[src/rtl/mem_boot_loader_if.sv]
// Boot-loader bus: program-load handshake in, RF/DM/IM write ports and core control out.
// Pure wiring, no latency; load_ready is the only backpressure signal toward the program source.
// master = loader side, slave = the memories / program source side.
interface mem_boot_loader_if #(
    parameter int WIDTH = 32,
    parameter int RF_AW = 5,
    parameter int DM_AW = 5,
    parameter int IM_AW = 6
);
    logic             reload;
    logic             load_valid;
    logic [WIDTH-1:0] load_data;
    logic             load_last;
    logic             load_ready;
    logic             rf_we;
    logic [RF_AW-1:0] rf_addr;
    logic [WIDTH-1:0] rf_wdata;
    logic             dm_we;
    logic [DM_AW-1:0] dm_addr;
    logic [WIDTH-1:0] dm_wdata;
    logic             im_we;
    logic [IM_AW-1:0] im_addr;
    logic [WIDTH-1:0] im_wdata;
    logic             cpu_reset;
    logic             done;
    logic             overflow;

    modport master (
        input  reload, load_valid, load_data, load_last,
        output load_ready, rf_we, rf_addr, rf_wdata, dm_we, dm_addr, dm_wdata,
               im_we, im_addr, im_wdata, cpu_reset, done, overflow
    );

    modport slave (
        output reload, load_valid, load_data, load_last,
        input  load_ready, rf_we, rf_addr, rf_wdata, dm_we, dm_addr, dm_wdata,
               im_we, im_addr, im_wdata, cpu_reset, done, overflow
    );
endinterface

[src/rtl/mem_boot_loader.sv]
// Boot controller: index-pattern fill of RF/DM, program stream into IM, then core reset release.
// Latency: INIT lasts max(RF_DEPTH,DM_DEPTH) cycles; IM write is in the cycle the word is accepted.
// Backpressure: load_ready is high only in LOAD and depends on state alone, never on load_valid.
module mem_boot_loader #(
    parameter int          WIDTH       = 32,
    parameter int          RF_DEPTH    = 32,
    parameter int          DM_DEPTH    = 32,
    parameter int          IM_DEPTH    = 64,
    parameter int          STRIDE      = 4,
    parameter bit          PATCH_EN    = 1'b1,
    parameter int          PATCH_ADDR  = 2,
    parameter logic [31:0] PATCH_DATA  = 32'h123489ab,
    parameter int          HOLD_CYCLES = 2
) (
    input  logic           Clk,
    input  logic           Reset,
    mem_boot_loader_if.master bus
);
    localparam int MAX_DEPTH = (RF_DEPTH > DM_DEPTH) ? RF_DEPTH : DM_DEPTH;
    localparam int IW        = (MAX_DEPTH > 1) ? $clog2(MAX_DEPTH) : 1;
    localparam int RF_AW     = (RF_DEPTH > 1) ? $clog2(RF_DEPTH) : 1;
    localparam int DM_AW     = (DM_DEPTH > 1) ? $clog2(DM_DEPTH) : 1;
    localparam int KW        = (IM_DEPTH > 1) ? $clog2(IM_DEPTH) : 1;
    localparam int HW        = (HOLD_CYCLES > 1) ? $clog2(HOLD_CYCLES) : 1;
    localparam int HOLD_LAST = (HOLD_CYCLES > 0) ? HOLD_CYCLES - 1 : 0;

    typedef enum logic [1:0] {S_INIT, S_LOAD, S_RELEASE, S_RUN} state_t;

    state_t          state_q, state_d;
    logic [IW-1:0]   i_q, i_d;
    logic [KW-1:0]   k_q, k_d;
    logic [HW-1:0]   hold_q, hold_d;
    logic            ovf_q, ovf_d;
    logic [WIDTH-1:0] pattern;

    always_ff @(posedge Clk) begin
        if (Reset) begin
            state_q <= S_INIT;
            i_q     <= '0;
            k_q     <= '0;
            hold_q  <= '0;
            ovf_q   <= 1'b0;
        end else begin
            state_q <= state_d;
            i_q     <= i_d;
            k_q     <= k_d;
            hold_q  <= hold_d;
            ovf_q   <= ovf_d;
        end
    end

    assign pattern = WIDTH'(i_q) * WIDTH'(STRIDE);

    always_comb begin
        state_d = state_q;
        i_d     = i_q;
        k_d     = k_q;
        hold_d  = hold_q;
        ovf_d   = ovf_q;

        bus.load_ready = 1'b0;
        bus.rf_we      = 1'b0;
        bus.rf_addr    = '0;
        bus.rf_wdata   = '0;
        bus.dm_we      = 1'b0;
        bus.dm_addr    = '0;
        bus.dm_wdata   = '0;
        bus.im_we      = 1'b0;
        bus.im_addr    = '0;
        bus.im_wdata   = '0;
        bus.cpu_reset  = 1'b1;
        bus.done       = 1'b0;
        bus.overflow   = ovf_q;

        case (state_q)
            S_INIT: begin
                bus.rf_we    = int'(i_q) < RF_DEPTH;
                bus.rf_addr  = RF_AW'(i_q);
                bus.rf_wdata = pattern;
                bus.dm_we    = int'(i_q) < DM_DEPTH;
                bus.dm_addr  = DM_AW'(i_q);
                bus.dm_wdata = (PATCH_EN && int'(i_q) == PATCH_ADDR) ? WIDTH'(PATCH_DATA) : pattern;
                if (i_q == IW'(MAX_DEPTH - 1)) begin
                    state_d = S_LOAD;
                    i_d     = '0;
                    k_d     = '0;
                    ovf_d   = 1'b0;
                end else begin
                    i_d = i_q + IW'(1);
                end
            end
            S_LOAD: begin
                bus.load_ready = 1'b1;
                bus.im_addr    = k_q;
                if (bus.load_valid) begin
                    bus.im_we    = 1'b1;
                    bus.im_wdata = bus.load_data;
                    // k stops at the last slot: a full IM without load_last is an overflow, not a wrap
                    if (bus.load_last || k_q == KW'(IM_DEPTH - 1)) begin
                        ovf_d   = !bus.load_last;
                        hold_d  = '0;
                        state_d = (HOLD_CYCLES == 0) ? S_RUN : S_RELEASE;
                    end else begin
                        k_d = k_q + KW'(1);
                    end
                end
            end
            S_RELEASE: begin
                if (hold_q == HW'(HOLD_LAST)) begin
                    state_d = S_RUN;
                end else begin
                    hold_d = hold_q + HW'(1);
                end
            end
            S_RUN: begin
                bus.cpu_reset = 1'b0;
                bus.done      = 1'b1;
                if (bus.reload) begin
                    state_d = S_LOAD;
                    k_d     = '0;
                    ovf_d   = 1'b0;
                end
            end
            default: state_d = S_INIT;
        endcase

        // Reset is synchronous but must silence the write ports in the very cycle it is applied
        if (Reset) begin
            bus.load_ready = 1'b0;
            bus.rf_we      = 1'b0;
            bus.rf_addr    = '0;
            bus.rf_wdata   = '0;
            bus.dm_we      = 1'b0;
            bus.dm_addr    = '0;
            bus.dm_wdata   = '0;
            bus.im_we      = 1'b0;
            bus.im_addr    = '0;
            bus.im_wdata   = '0;
            bus.cpu_reset  = 1'b1;
            bus.done       = 1'b0;
            bus.overflow   = 1'b0;
        end
    end
endmodule

[src/flat_wrapper.sv]
// flat-port wrapper written by rule: the top's interface ports become plain ports
module mem_boot_loader_flat 
#(
    parameter int          WIDTH       = 32,
    parameter int          RF_DEPTH    = 32,
    parameter int          DM_DEPTH    = 32,
    parameter int          IM_DEPTH    = 64,
    parameter int          STRIDE      = 4,
    parameter bit          PATCH_EN    = 1'b1,
    parameter int          PATCH_ADDR  = 2,
    parameter logic [31:0] PATCH_DATA  = 32'h123489ab,
    parameter int          HOLD_CYCLES = 2
)
  (Clk, Reset, bus_reload, bus_load_valid, bus_load_data, bus_load_last, bus_load_ready, bus_rf_we, bus_rf_addr, bus_rf_wdata, bus_dm_we, bus_dm_addr, bus_dm_wdata, bus_im_we, bus_im_addr, bus_im_wdata, bus_cpu_reset, bus_done, bus_overflow);
  mem_boot_loader_if #(.WIDTH(WIDTH), .RF_AW(5), .DM_AW(5), .IM_AW(6)) bus_i ();
  input  logic Clk;
  input  logic Reset;
  input wire logic [$bits(bus_i.reload)-1:0] bus_reload;
  input wire logic [$bits(bus_i.load_valid)-1:0] bus_load_valid;
  input wire logic [$bits(bus_i.load_data)-1:0] bus_load_data;
  input wire logic [$bits(bus_i.load_last)-1:0] bus_load_last;
  output wire logic [$bits(bus_i.load_ready)-1:0] bus_load_ready;
  output wire logic [$bits(bus_i.rf_we)-1:0] bus_rf_we;
  output wire logic [$bits(bus_i.rf_addr)-1:0] bus_rf_addr;
  output wire logic [$bits(bus_i.rf_wdata)-1:0] bus_rf_wdata;
  output wire logic [$bits(bus_i.dm_we)-1:0] bus_dm_we;
  output wire logic [$bits(bus_i.dm_addr)-1:0] bus_dm_addr;
  output wire logic [$bits(bus_i.dm_wdata)-1:0] bus_dm_wdata;
  output wire logic [$bits(bus_i.im_we)-1:0] bus_im_we;
  output wire logic [$bits(bus_i.im_addr)-1:0] bus_im_addr;
  output wire logic [$bits(bus_i.im_wdata)-1:0] bus_im_wdata;
  output wire logic [$bits(bus_i.cpu_reset)-1:0] bus_cpu_reset;
  output wire logic [$bits(bus_i.done)-1:0] bus_done;
  output wire logic [$bits(bus_i.overflow)-1:0] bus_overflow;
  assign bus_i.reload = bus_reload;
  assign bus_i.load_valid = bus_load_valid;
  assign bus_i.load_data = bus_load_data;
  assign bus_i.load_last = bus_load_last;
  assign bus_load_ready = bus_i.load_ready;
  assign bus_rf_we = bus_i.rf_we;
  assign bus_rf_addr = bus_i.rf_addr;
  assign bus_rf_wdata = bus_i.rf_wdata;
  assign bus_dm_we = bus_i.dm_we;
  assign bus_dm_addr = bus_i.dm_addr;
  assign bus_dm_wdata = bus_i.dm_wdata;
  assign bus_im_we = bus_i.im_we;
  assign bus_im_addr = bus_i.im_addr;
  assign bus_im_wdata = bus_i.im_wdata;
  assign bus_cpu_reset = bus_i.cpu_reset;
  assign bus_done = bus_i.done;
  assign bus_overflow = bus_i.overflow;
  mem_boot_loader #(.WIDTH(WIDTH), .RF_DEPTH(RF_DEPTH), .DM_DEPTH(DM_DEPTH), .IM_DEPTH(IM_DEPTH), .STRIDE(STRIDE), .PATCH_EN(PATCH_EN), .PATCH_ADDR(PATCH_ADDR), .PATCH_DATA(PATCH_DATA), .HOLD_CYCLES(HOLD_CYCLES)) u_core (.Clk(Clk), .Reset(Reset), .bus(bus_i));
endmodule
[config.mk]
export PLATFORM = sky130hd
export DESIGN_NAME = mem_boot_loader_flat
export DESIGN_NICKNAME = d
export VERILOG_FILES = /design/src/rtl/mem_boot_loader_if.sv /design/src/rtl/mem_boot_loader.sv /design/src/flat_wrapper.sv
export SDC_FILE = /design/constraint.sdc
export NUM_CORES = 1
export LEC_CHECK = 0
export ABC_AREA = 1
export CAP_MARGIN = 30
export CELL_PAD_IN_SITES_DETAIL_PLACEMENT = 1
export CELL_PAD_IN_SITES_GLOBAL_PLACEMENT = 1
export CORE_MARGIN = 2
export CORE_UTILIZATION = 20
export DETAILED_ROUTE_END_ITERATION = 10
export PLACE_DENSITY = 0.83
export SETUP_SLACK_MARGIN = 0.5
export SYNTH_ARGS = -nofsm -noshare
export SYNTH_HDL_FRONTEND = slang
export SYNTH_SLANG_ARGS = --single-unit
[constraint.sdc]
create_clock -name Clk -period 2.38 [get_ports Clk]
set_clock_uncertainty 0.05 [all_clocks]
set_input_delay 0.238 -clock Clk [delete_from_list [all_inputs] [get_ports Clk]]
set_output_delay 0.238 -clock Clk [all_outputs]
set_load 0.01 [all_outputs]
==> key figures <==
Cells and area
  – Post-route cell area: 3280 µm²
  – Synthesis-to-layout area growth: 77.1%
  – Share of layout cells above drive strength 1: 44.6%
  – # diodes: 0
  – Final nets: 465

Setup path
  – CP Launch Type: flop
  – Arrival @ worst endpoint: 1.66 ns
  – Register-to-register setup slack: 0.51 ns
  – RR Startpoint: u_core.i_q[0]$_SDFFE_PP0P_
  – WS Path Type: reg2out
  – CP peak stage delay: 0.34 ns
  – Worst path bufs/invs: 7
  – Reg-to-reg critical path endpoint: u_core.ovf_q$_SDFFE_PP0P_
  – Critical-path top delay cell: dfxtp_2
  – CP Max Fanout: 8
  – WP data required: 2.09 ns
  – CP Launch Point: u_core.state_q[1]$_SDFFE_PP0P_
  – Most used cell, CP: inv_6
  – Crit path max-delay family: buffers and inverters
  – Critical-path cell list: inv_4 > ha_4 > inv_6 > nor2_8 > inv_6 > nor2_4 > buf_4 > buf_12 > inv_6 > nor2_1 > buf_2
  – R2R cell count: 12
  – CP endpoint kind: primary output

Global routing
  – Final global-route overflow total: 0
  – Vias in the first global route: 1964
  – Gr usage total: 11.6%
  – Antenna violations before repair: 0
  – Largest net degree at the start of global routing: 17
  – Global-route wire length before repair: 9.55 mm

Job
  – Max cap viols: 0

Outcome
  – Status: complete, no violations

CTS
  – CTS Root Cell: clkbuf_8
  – Clock sinks: 15
  – Max clock buf depth: 2
  – Worst-Skew Late Latency: 0.25 ns
  – Hold_buf cts: 0
  – CTS tree: built
  – Total CTS buffers: 3
  – Htree depth: 1
  – Reg clk slew, reported paths: 0.07 ns

Yosys
  – Seq/Total Area, Yosys: 16.2%
  – Yosys reg bits: 15
  – Async SR Flop Fraction: 0%
  – Distinct cells, synth: 27
  – Gate Count Post-Synth: 289
  – Number of flops mapped to enable cells by yosys: 0
  – Cell Area, Synth: 1850 µm²
  – Yosys warnings: 0
  – Top FF cell, synth: dfxtp_1
  – Syn Area/Cell: 6.41 µm²

Die
  – Core ar.: 9110 µm²
  – Die H: 100 µm
  – I/O Pins: 156
  – Die Wd: 100 µm
  – Starting density of the core: 20.3%
  – Die area: 10000 µm²
  – Number of core rows: 35

Timing
  – Endpoints failing hold: 0
  – Final Worst Setup Slack: 0.434 ns
  – Final setup violation count: 0
  – Final critical-path share of the clock period: 81.7%
  – RSZ-0062 raised after global routing: true
  – Fin crit period: 1.95 ns
  – Slew Limit Fails: 0
  – Highest clock rate: 514 MHz

Power
  – Switch Pwr: 1.26 mW
  – Comb pwr share: 75.5%
  – Total power: 2.63 mW
  – Pwr per Cell Area: 801 nW/µm²
  – Flop pwr share: 16.4%
  – Clk pwr share: 8.2%
  – VDD IR max: 0.398 mV
  – Sw Share: 47.8%
  – Cell Int Power: 1.37 mW
  – Leak: 1.74 nW

Placement
  – Pre-CTS WS: -0.0802 ns
  – GP Congestion: 0.743
  – Final HPWL DP: 4.57 mm
  – DP Area: 2790 µm²
  – Input/output buffers: 112

Detailed routing
  – Routed vias/inst: 3.87
  – Remaining DRCs: 0
  – Routed wire length: 6.82 mm
  – WL per Instance: 12.9 µm
  – Drt pass-1 iters: 4
  – DR iter-0 viols: 43
  – Antenna Violating Nets Remaining: 0
  – Vias: 2053

Hold path
  – HP Start: u_core.ovf_q$_SDFFE_PP0P_
  – HP Class: reg2reg
  – Worst hold endpoint: u_core.ovf_q$_SDFFE_PP0P_
  – Worst hold stages: 2
-- logic make-up (layout without fill, tap and decap cells) --
logic type                 after synthesis  in the layout  share of synthesized area, %
xor gates and xnor gates                 1              1                         0.473
buffers and inverters                  131            218                          41.4
adders and majority gates                8              8                          5.41
other                                    1             43                         0.203
AOI/OAI and AO/OA                       23             23                          7.16
DFF                                     15             15                          16.2
and+or+nand+nor                        110            111                          29.1
-- placed cells by master (no fill, tap or decap), types with 2 or more instances in the layout --
| master | count |
|---|---|
| ha_1 | 4 |
| clkbuf_2 | 2 |
| a21oi_1 | 9 |
| conb_1 | 43 |
| nand3_1 | 6 |
| clkdlybuf4s50_1 | 38 |
| buf_2 | 36 |
| nand4_1 | 2 |
| o21ai_0 | 6 |
| nand3_2 | 4 |
| inv_4 | 2 |
| nor2_4 | 17 |
| nand2_2 | 5 |
| clkbuf_8 | 3 |
| inv_1 | 51 |
| a21oi_2 | 6 |
| nor2_2 | 23 |
| inv_2 | 5 |
| nand2_1 | 28 |
| dfxtp_1 | 11 |
| buf_4 | 22 |
| buf_12 | 2 |
| ha_4 | 3 |
| nor2_1 | 17 |
| dlygate4sd2_1 | 12 |
| nand2_4 | 4 |
| inv_8 | 4 |
| buf_6 | 33 |
| dfxtp_4 | 3 |
| inv_6 | 4 |
-- Yosys cell counts (4+ instances only) --
master | instances | area (µm²)
buf_6 | 4 | 45.0
nor2_2 | 11 | 68.8
o21ai_0 | 6 | 30.0
dfxtp_1 | 15 | 300
nor2_1 | 42 | 158
nand3_1 | 8 | 40.0
nand2_1 | 34 | 128
buf_4 | 64 | 480
a21oi_1 | 15 | 75.1
inv_1 | 59 | 221
ha_1 | 8 | 100
-- area by class of cell --
class / count / area, µm²
fillers: 1142 / 5830
inverters: 63 / 272
repair inverters: 4 / 47.5
clock buffers: 3 / 41.3
repair buffers: 147 / 1280
multi-input cells: 186 / 1180
well taps: 111 / 139
clock inverters: 1 / 5.00
flip-flops and latches: 15 / 313
-- power groups by stage --
stage                     combinational [mW]  clock [mW]  sequential, mW
after floorplan                        0.945           0           0.378
after global placement                  1.29           0           0.389
after detailed placement                1.35           0           0.397
after CTS                               1.55       0.223           0.408
after global routing                    2.14       0.238           0.441
final                                   1.98       0.214           0.430
-- worst max-delay path by stage --
stage	end	slack, ns	cells after the start
3_3_place_gp	bus_im_wdata[15]	-0.04	7
3_5_place_dp	bus_im_wdata[13]	-0.08	7
4_1_cts	bus_im_wdata[22]	0.34	10
6_report	bus_im_wdata[24]	0.43	11
2_1_floorplan	bus_rf_addr[4]	0.59	7
5_1_grt	bus_im_wdata[8]	0.32	11
-- metal layers --
| layer | vias to the layer above | wire (µm) | GRT usage (%) |
|---|---|---|---|
| met1 | 962 | 2370 | 11.5 |
| met4 | 0 | 71 | 2.21 |
| met5 | - | 0 | 0 |
| li1 | 1008 | - | - |
| met2 | 75 | 3970 | 24.8 |
| met3 | 8 | 410 | 2.02 |
-- state kept, by name, indices dropped and copies added, names as in the netlist --
name	cells
u_core.state_q	2
u_core.i_q	5
u_core.hold_q	1
u_core.k_q	6
u_core.ovf_q	1
-- through the flow --
stage	util, %	hold WS, ns	std cells	setup TNS (ns)
after floorplan	-	0.389	331	0
after global placement	30.6	0.398	490	-0.643
after detailed placement	30.6	0.419	490	-1.52
after CTS	31.6	0.431	513	0
after global routing	36.0	0.454	530	0
final	36.0	0.420	530	0
-- worst min-delay path: stages (launching register included) --
cell,delay [ns]
dfxtp_1,0.32
nand2_2,0.06
a21oi_2,0.05
-- timing repair --
action                                  in CTS  in global routing
pin swaps                                    3                 18
endpoints found under the setup margin      85                 72
cloned                                       4                  1
buffers inserted                            15                 16
resized for setup                          257                125
(Power assumes the default switching activity.)
